File: src/rtl/neuron_stage_collector.sv
// neuron_stage_collector
//
// Collects the serial dataOut_0 sample stream of neuronStage into
// DEPTH-word frames. Storage is two banks used as a ping-pong pair. While
// one bank is being filled, the other bank can hand its completed frame to
// a downstream consumer, one word per cycle.
//
// Ports:
//   clk          single clock; all state changes on the rising edge
//   reset        asynchronous, active-high reset
//   in_valid     input sample strobe
//   in_data      input sample (raw float_24_8 bus)
//   in_ready     current write bank can accept a sample
//   out_valid    a completed frame word is presented
//   out_ready    consumer accepts the presented word
//   out_data     presented frame word
//   out_index    word position within the frame, 0..DEPTH-1
//   out_last     presented word is word DEPTH-1 of its frame
//   frame_count  frames completed by the writer (wraps)
//   overflow     sticky: a sample was dropped since reset
//
// Handshake semantics (both sides): a transfer happens on a rising edge
// where valid and ready are both 1. A source holds its payload stable while
// valid=1 and ready=0. This block's ready/valid outputs come only from
// registered state, so neither depends combinationally on the other side.
//
// DEPTH must be a power of two (2..256). The frame index pointers then wrap
// naturally, and {bank, index} addresses the storage array directly.

module neuron_stage_collector #(
    parameter int WIDTH  = 32,
    parameter int DEPTH  = 32,
    parameter int FCNT_W = 16,
    localparam int IDX_W = $clog2(DEPTH)
) (
    input  logic              clk,
    input  logic              reset,
    input  logic              in_valid,
    input  logic [WIDTH-1:0]  in_data,
    output logic              in_ready,
    output logic              out_valid,
    input  logic              out_ready,
    output logic [WIDTH-1:0]  out_data,
    output logic [IDX_W-1:0]  out_index,
    output logic              out_last,
    output logic [FCNT_W-1:0] frame_count,
    output logic              overflow
);

    // Both banks live in one array; the bank select is the top address bit.
    logic [WIDTH-1:0]  mem [0:2*DEPTH-1];

    logic [1:0]        bankFull;
    logic [1:0]        bankFullNext;
    logic              wrBank;
    logic [IDX_W-1:0]  wrIdx;
    logic              rdBank;
    logic [IDX_W-1:0]  rdIdx;
    logic [FCNT_W-1:0] frameCount;
    logic              overflowReg;

    logic              inReady;
    logic              outValid;
    logic              wrFire;
    logic              wrLast;
    logic              rdFire;
    logic              rdLast;

    // A bank being written is never full, and a bank being read is always
    // full. So the two pointers can never address the same bank in one
    // cycle.
    assign inReady  = !bankFull[wrBank];
    assign outValid = bankFull[rdBank];

    assign wrFire = in_valid && inReady;
    assign wrLast = wrFire && (wrIdx == IDX_W'(DEPTH - 1));
    assign rdFire = outValid && out_ready;
    assign rdLast = rdFire && (rdIdx == IDX_W'(DEPTH - 1));

    // wrLast only targets an empty bank, and rdLast only targets a full one.
    // When both happen in one cycle they hit different bits, and both
    // updates take effect. A bank freed this cycle is not visible to
    // inReady until the next cycle, so a sample arriving then is dropped.
    always_comb begin
        bankFullNext = bankFull;
        if (rdLast) begin
            bankFullNext[rdBank] = 1'b0;
        end
        if (wrLast) begin
            bankFullNext[wrBank] = 1'b1;
        end
    end

    // Storage has no reset; its contents are only visible once a bank is
    // marked full.
    always_ff @(posedge clk) begin
        if (wrFire) begin
            mem[{wrBank, wrIdx}] <= in_data;
        end
    end

    always_ff @(posedge clk or posedge reset) begin
        if (reset) begin
            bankFull    <= 2'b00;
            wrBank      <= 1'b0;
            wrIdx       <= '0;
            rdBank      <= 1'b0;
            rdIdx       <= '0;
            frameCount  <= '0;
            overflowReg <= 1'b0;
        end else begin
            bankFull <= bankFullNext;

            if (wrFire) begin
                if (wrLast) begin
                    wrBank     <= ~wrBank;
                    wrIdx      <= '0;
                    frameCount <= frameCount + 1'b1;
                end else begin
                    wrIdx <= wrIdx + 1'b1;
                end
            end

            if (in_valid && !inReady) begin
                overflowReg <= 1'b1;
            end

            if (rdFire) begin
                if (rdLast) begin
                    rdBank <= ~rdBank;
                    rdIdx  <= '0;
                end else begin
                    rdIdx <= rdIdx + 1'b1;
                end
            end
        end
    end

    assign in_ready    = inReady;
    assign out_valid   = outValid;
    assign out_data    = mem[{rdBank, rdIdx}];
    assign out_index   = rdIdx;
    assign out_last    = outValid && (rdIdx == IDX_W'(DEPTH - 1));
    assign frame_count = frameCount;
    assign overflow    = overflowReg;

endmodule

File: config.mk
export PLATFORM = sky130hd
export DESIGN_NAME = neuron_stage_collector
export DESIGN_NICKNAME = d
export VERILOG_FILES = /design/src/rtl/neuron_stage_collector.sv
export SDC_FILE = /design/constraint.sdc
export NUM_CORES = 2
export LEC_CHECK = 0
export CORE_UTILIZATION = 40
export DETAILED_ROUTE_END_ITERATION = 8
export GPL_ROUTABILITY_DRIVEN = 1
export PLACE_DENSITY = 0.57
export SETUP_SLACK_MARGIN = 0.5
export SLEW_MARGIN = 10
export SYNTH_ARGS = -nofsm -noshare
export SYNTH_HDL_FRONTEND = slang
export SYNTH_SLANG_ARGS = --single-unit
File: constraint.sdc
create_clock -name clk -period 3.8 [get_ports clk]
set_input_delay 1.14 -clock clk [delete_from_list [all_inputs] [get_ports clk]]
set_output_delay 1.14 -clock clk [all_outputs]
set_load 0.05 [all_outputs]
; After elaboration in Yosys (flattened, before gate mapping)
; Memories as Yosys holds them, arrays and structs flattened.
; Cells that the tools add are included.
[totals]
register_bits = 31
out_inout_bits = 57
mem_count = 1
mem_bits_rw = 2048
[memory_table]
columns = name, depth, width, read_ports, rd_ports_with_merged_regs, write_ports, line
row1 = mem, 64, 32, 1, 0, 1, 51  ; logic [WIDTH-1:0] mem [0:2*DEPTH-1];
[op_classes]
addsub = 3
n_reduce_logical = 11
n_bitwise = 5
magnitude_cmp = 4
muxes = 14
n_eq_ne = 2
[ops]
columns = cell, count
row1 = adder 16 x 1 -> 16 bit (second input constant), 1
row2 = adder 5 x 1 -> 5 bit (second input constant), 2
row3 = equality test 5 bit (second input constant), 2
row4 = two-way mux 5 bit, 2
row5 = logical AND 1 bit, 8
row6 = two-way mux 1 bit, 8
row7 = less-than comparator 1 x 2 -> 1 bit (second input constant), 2
row8 = two-way mux 2 bit, 2
row9 = AND reduction 2 bit, 2
row10 = bitwise AND 2 bit, 1
row11 = demux 1 bit (select 1 bit), 2
row12 = >= comparator 1 bit (second input constant), 2
row13 = NOT 1 bit, 2
row14 = NOT 2 bit, 1
row15 = bitwise OR 2 bit, 1
row16 = logical NOT 1 bit, 1

; Depth between registers and ports, before layout
[logic_depth]
ltp_word = 9
mapped_depth = 10

; Least setup slack after synthesis
; OpenSTA, ideal clock, no wires.
[synth_timing]
path_type = register -> output
start = reg rdIdx[2] (netlist: out_index[2])
end = out out_data[1]
arrival_ns = 3.164
stages_incl_launch_ff = 9
path_slack_ns = -0.504
path_cell_list = dfrtp_1 > buf_2 > nor2b_1 > buf_2 > clkbuf_1 > clkbuf_1 > nand2_1 > and3_1 > o32ai_1
[synth_between]
elab_chain_len = 1
[synth_rtl]
columns = item, line
row1 = start: declaration, 58  ; logic [IDX_W-1:0] rdIdx;
row2 = start signal: assignment, 133  ; rdIdx <= rdIdx + 1'b1;
row3 = memory (64 x 32 bit), -
row4 = end: declaration, 43  ; output logic [WIDTH-1:0] out_data,
; No other way between the ends.

; Worst setup path in the final report
[layout_timing]
start = reg rdIdx[0] (netlist: out_index[0])
end = out out_data[23]
; Same word-level chain as after synthesis.

==> results.json <==
{
  "port_buffers": 92,
  "cts_max_level": 4,
  "dr.pass1.iters": 5,
  "yosys.area.top_type": "edfxtp_1",
  "hp-class": "flop to flop",
  "synth_fp_nets": 3614,
  "grt_max_degree": 65,
  "worstPathArrival_ns": 3.46,
  "comb_power_share_pct": 22.4,
  "n_fill_cell": 16000,
  "cp_max_fo": 8,
  "place.gp.congestion": 0.781,
  "gr-total-overflow": 0,
  "power.internal_mw": 43.7,
  "pwr-share-clk_pct": 33.3,
  "finalHoldViolCount": 0,
  "fin_ws_ns": -0.797,
  "yosys.area.top_type_share_pct": 77.3,
  "seq_power_share_pct": 44.3,
  "outcome": "complete, but fails checks",
  "critPathLaunch": "out_index[0]$_DFFE_PP0P_",
  "first_iter_violations": 4604,
  "tightest_slew_ns": 1.22,
  "synth-main-ff-cell": "edfxtp_1",
  "coreArea_sq_um": 197000,
  "path_class": "flop to primary output",
  "setup_viol": 33,
  "dpl.hpwl_um": 126000,
  "drtAntennaViolNets": 0,
  "ir_drop_mv": 0.524,
  "asyncSetResetFlopFracSynth_pct": 1.49,
  "min_period_over_period_pct": 121,
  "grt_pass1_vias": 40800,
  "cp.required_ns": 2.66,
  "wire_per_inst_um": 32.1,
  "vias_per_cell": 5.79,
  "p_sw_share_pct": 26.1,
  "min_from": "frame_count[15]$_DFFE_PP0P_",
  "layout_commonest_cell": "edfxtp_1",
  "clock_skew_ns": 0.0393,
  "slew_violations": 0,
  "clock_path_buffers": 3,
  "grt_antenna_before_repair": 5,
  "die-height_um": 448,
  "endpoint_kind": "primary output",
  "cts_hold_buf": 0,
  "totalWireLength_um": 223000,
  "cts_tree": "built",
  "track_usage_pct": 22.4,
  "finalPower_mw": 59.1,
  "initial_utilization_pct": 40.3,
  "p_leak_nw": 30.2,
  "final_cell_mix": "edfxtp_1 (2048), mux4_2 (442), buf_4 (263)",
  "cts-buffers-inserted": 207,
  "rsz0062_at_grt": "true",
  "synthTopCellsByArea": "edfxtp_1 (77%), mux4_2 (13%), mux2i_1 (2.4%)",
  "r2r_start": "out_index[0]$_DFFE_PP0P_",
  "dieArea_sq_um": 201000,
  "clock-root-buffer": "clkbuf_16",
  "drc_errors": 0,
  "grt_pass1_wl_um": 314000,
  "violations": "negative setup slack",
  "clkLatencyLatePin_ns": 0.84,
  "final_util_pct": 49.3,
  "ys_seq_area_share_pct": 78.3,
  "syn_avg_cell_area_sq_um": 22.3,
  "rows": 163,
  "synth_edf_count": 2048,
  "synth-seq-cells": 2079,
  "area_growth_pct": 22.2,
  "clkTransAtPathRegs_ns": 0.06,
  "syn_inst": 3573,
  "ios": 93,
  "fin_crit_ns": 4.60,
  "fmax_ghz": 0.218,
  "maxCapViolCount": 0,
  "clock-sinks": 2079,
  "chipWidth_um": 448,
  "power.density_nw_per_um2": 608,
  "vias": 40200,
  "synth_area_sq_um": 79600,
  "antenna_cells": 0,
  "drive_gt1_share_pct": 36.0,
  "yosys_warnings": 0,
  "maxSlewHeadroom_pct": 18.7,
  "p_sw_mw": 15.4,
  "cp-start-kind": "flop",
  "final_nets": 4185,
  "synth_cell_types": 47
}
worst paths after layout:
| path | to | slack, ns | cells after the start |
|---|---|---|---|
| max | out_data[23] | -0.80 | 11 |
| max in group asynchronous | out_index[0]$_DFFE_PP0P_ | 2.24 | 2 |
| min | frame_count[15]$_DFFE_PP0P_ | 0.48 | 1 |
| min in group asynchronous | frame_count[6]$_DFFE_PP0P_ | 0.84 | 2 |
| max reg2reg | out_index[0]$_DFFE_PP0P_ | 0.58 | 10 |
| min reg2reg | frame_count[15]$_DFFE_PP0P_ | 0.48 | 1 |
final cells by class:
type | count | area [sq um] | share of cell area, %
clock buffers | 267 | 5500 | 5.66
clock inverters | 107 | 946 | 0.973
inverters | 4 | 15.0 | 0.0154
multi-input cells | 1284 | 18000 | 18.5
flip-flops and latches | 2079 | 62300 | 64.1
well taps | 2640 | 3300 | 3.40
repair buffers | 568 | 7220 | 7.43
cell families after synthesis:
logic type      count (synthesis)  synth area share, %
flops                        2079                 78.3
buf+inv                       210                 1.39
compound gates                352                 3.36
fa+ha+maj                       5               0.0786
xor+xnor                       18                0.198
mux                           661                 15.3
simple gates                  248                 1.39
flip-flops by register name (all words and copies together), names as in the netlist:
signal / flops
wrBank: 1
frame_count: 16
rdBank: 1
mem: 2048
wrIdx: 5
out_index: 5
bankFull: 2
overflow: 1
repair_timing:
| action | in CTS | in global routing |
|---|---|---|
| endpoints found under the setup margin | 45 | 37 |
| gates resized for setup | 209 | 64 |
| gates cloned | 18 | 4 |
| buffers inserted | 63 | 18 |
| endpoints found under the hold margin | 0 | 0 |
| pin swaps | 43 | 27 |
per-stage QoR:
step / std cells / instance area (sq um) / setup slack [ns] / hold slack [ns] / TNS (ns)
2_1_floorplan: 3573 / 80500 / 0.352 / 0.537 / 0
3_3_place_gp: 6472 / 88200 / -0.241 / 0.463 / -0.837
3_5_place_dp: 6472 / 88200 / -0.231 / 0.462 / -0.855
4_1_cts: 6927 / 96700 / -0.865 / 0.481 / -25.42
5_1_grt: 6949 / 97200 / -0.841 / 0.500 / -25.75
6_report: 6949 / 97200 / -0.797 / 0.476 / -23.57
power groups by stage:
| stage | clock, mW | combinational, mW | sequential, mW |
|---|---|---|---|
| final | 19.7 | 13.2 | 26.2 |
| after global routing | 20.8 | 13.8 | 26.2 |
| after CTS | 20.0 | 13.0 | 26.2 |
| after detailed placement | 0 | 11.5 | 26.7 |
| after global placement | 0 | 11.4 | 26.7 |
| after floorplan | 0 | 7.34 | 26.7 |
cell usage after synthesis, types with 10 or more instances:
master and number:
buf_4 24, buf_6 16, o32ai_1 10, xnor2_1 12, dfrtp_1 31, mux2i_1 187
nor2_1 113, a211o_1 20, clkbuf_1 81, a211oi_1 34, a22o_1 60, nand2_1 60
a221oi_1 12, nand3_1 23, o21ai_0 29, a22oi_1 53, o221ai_1 47, edfxtp_1 2048
buf_2 76, mux4_2 442, o22ai_1 38, a21oi_1 14, o31ai_1 19, mux2_2 32
worst max-delay path: stages (launching register included):
cell,delay (ns)
dfrtp_4,0.53
buf_12,0.17
buf_12,0.13
buf_12,0.12
buf_16,0.13
mux4_2,0.43
mux2i_1,0.15
o21ai_1,0.10
o21ai_2,0.40
buf_6,0.18
o31ai_4,0.08
buf_12,0.17
layer usage:
metal  global-route usage, %  up-vias  share of wire, %
met1                    31.2    22000                41
met5                       0        -            0.0049
met2                    36.7     1569                49
li1                        -    16400                 -
met4                    5.63        2               2.1
met3                    3.76      227               7.1
(Power assumes the default switching activity.)
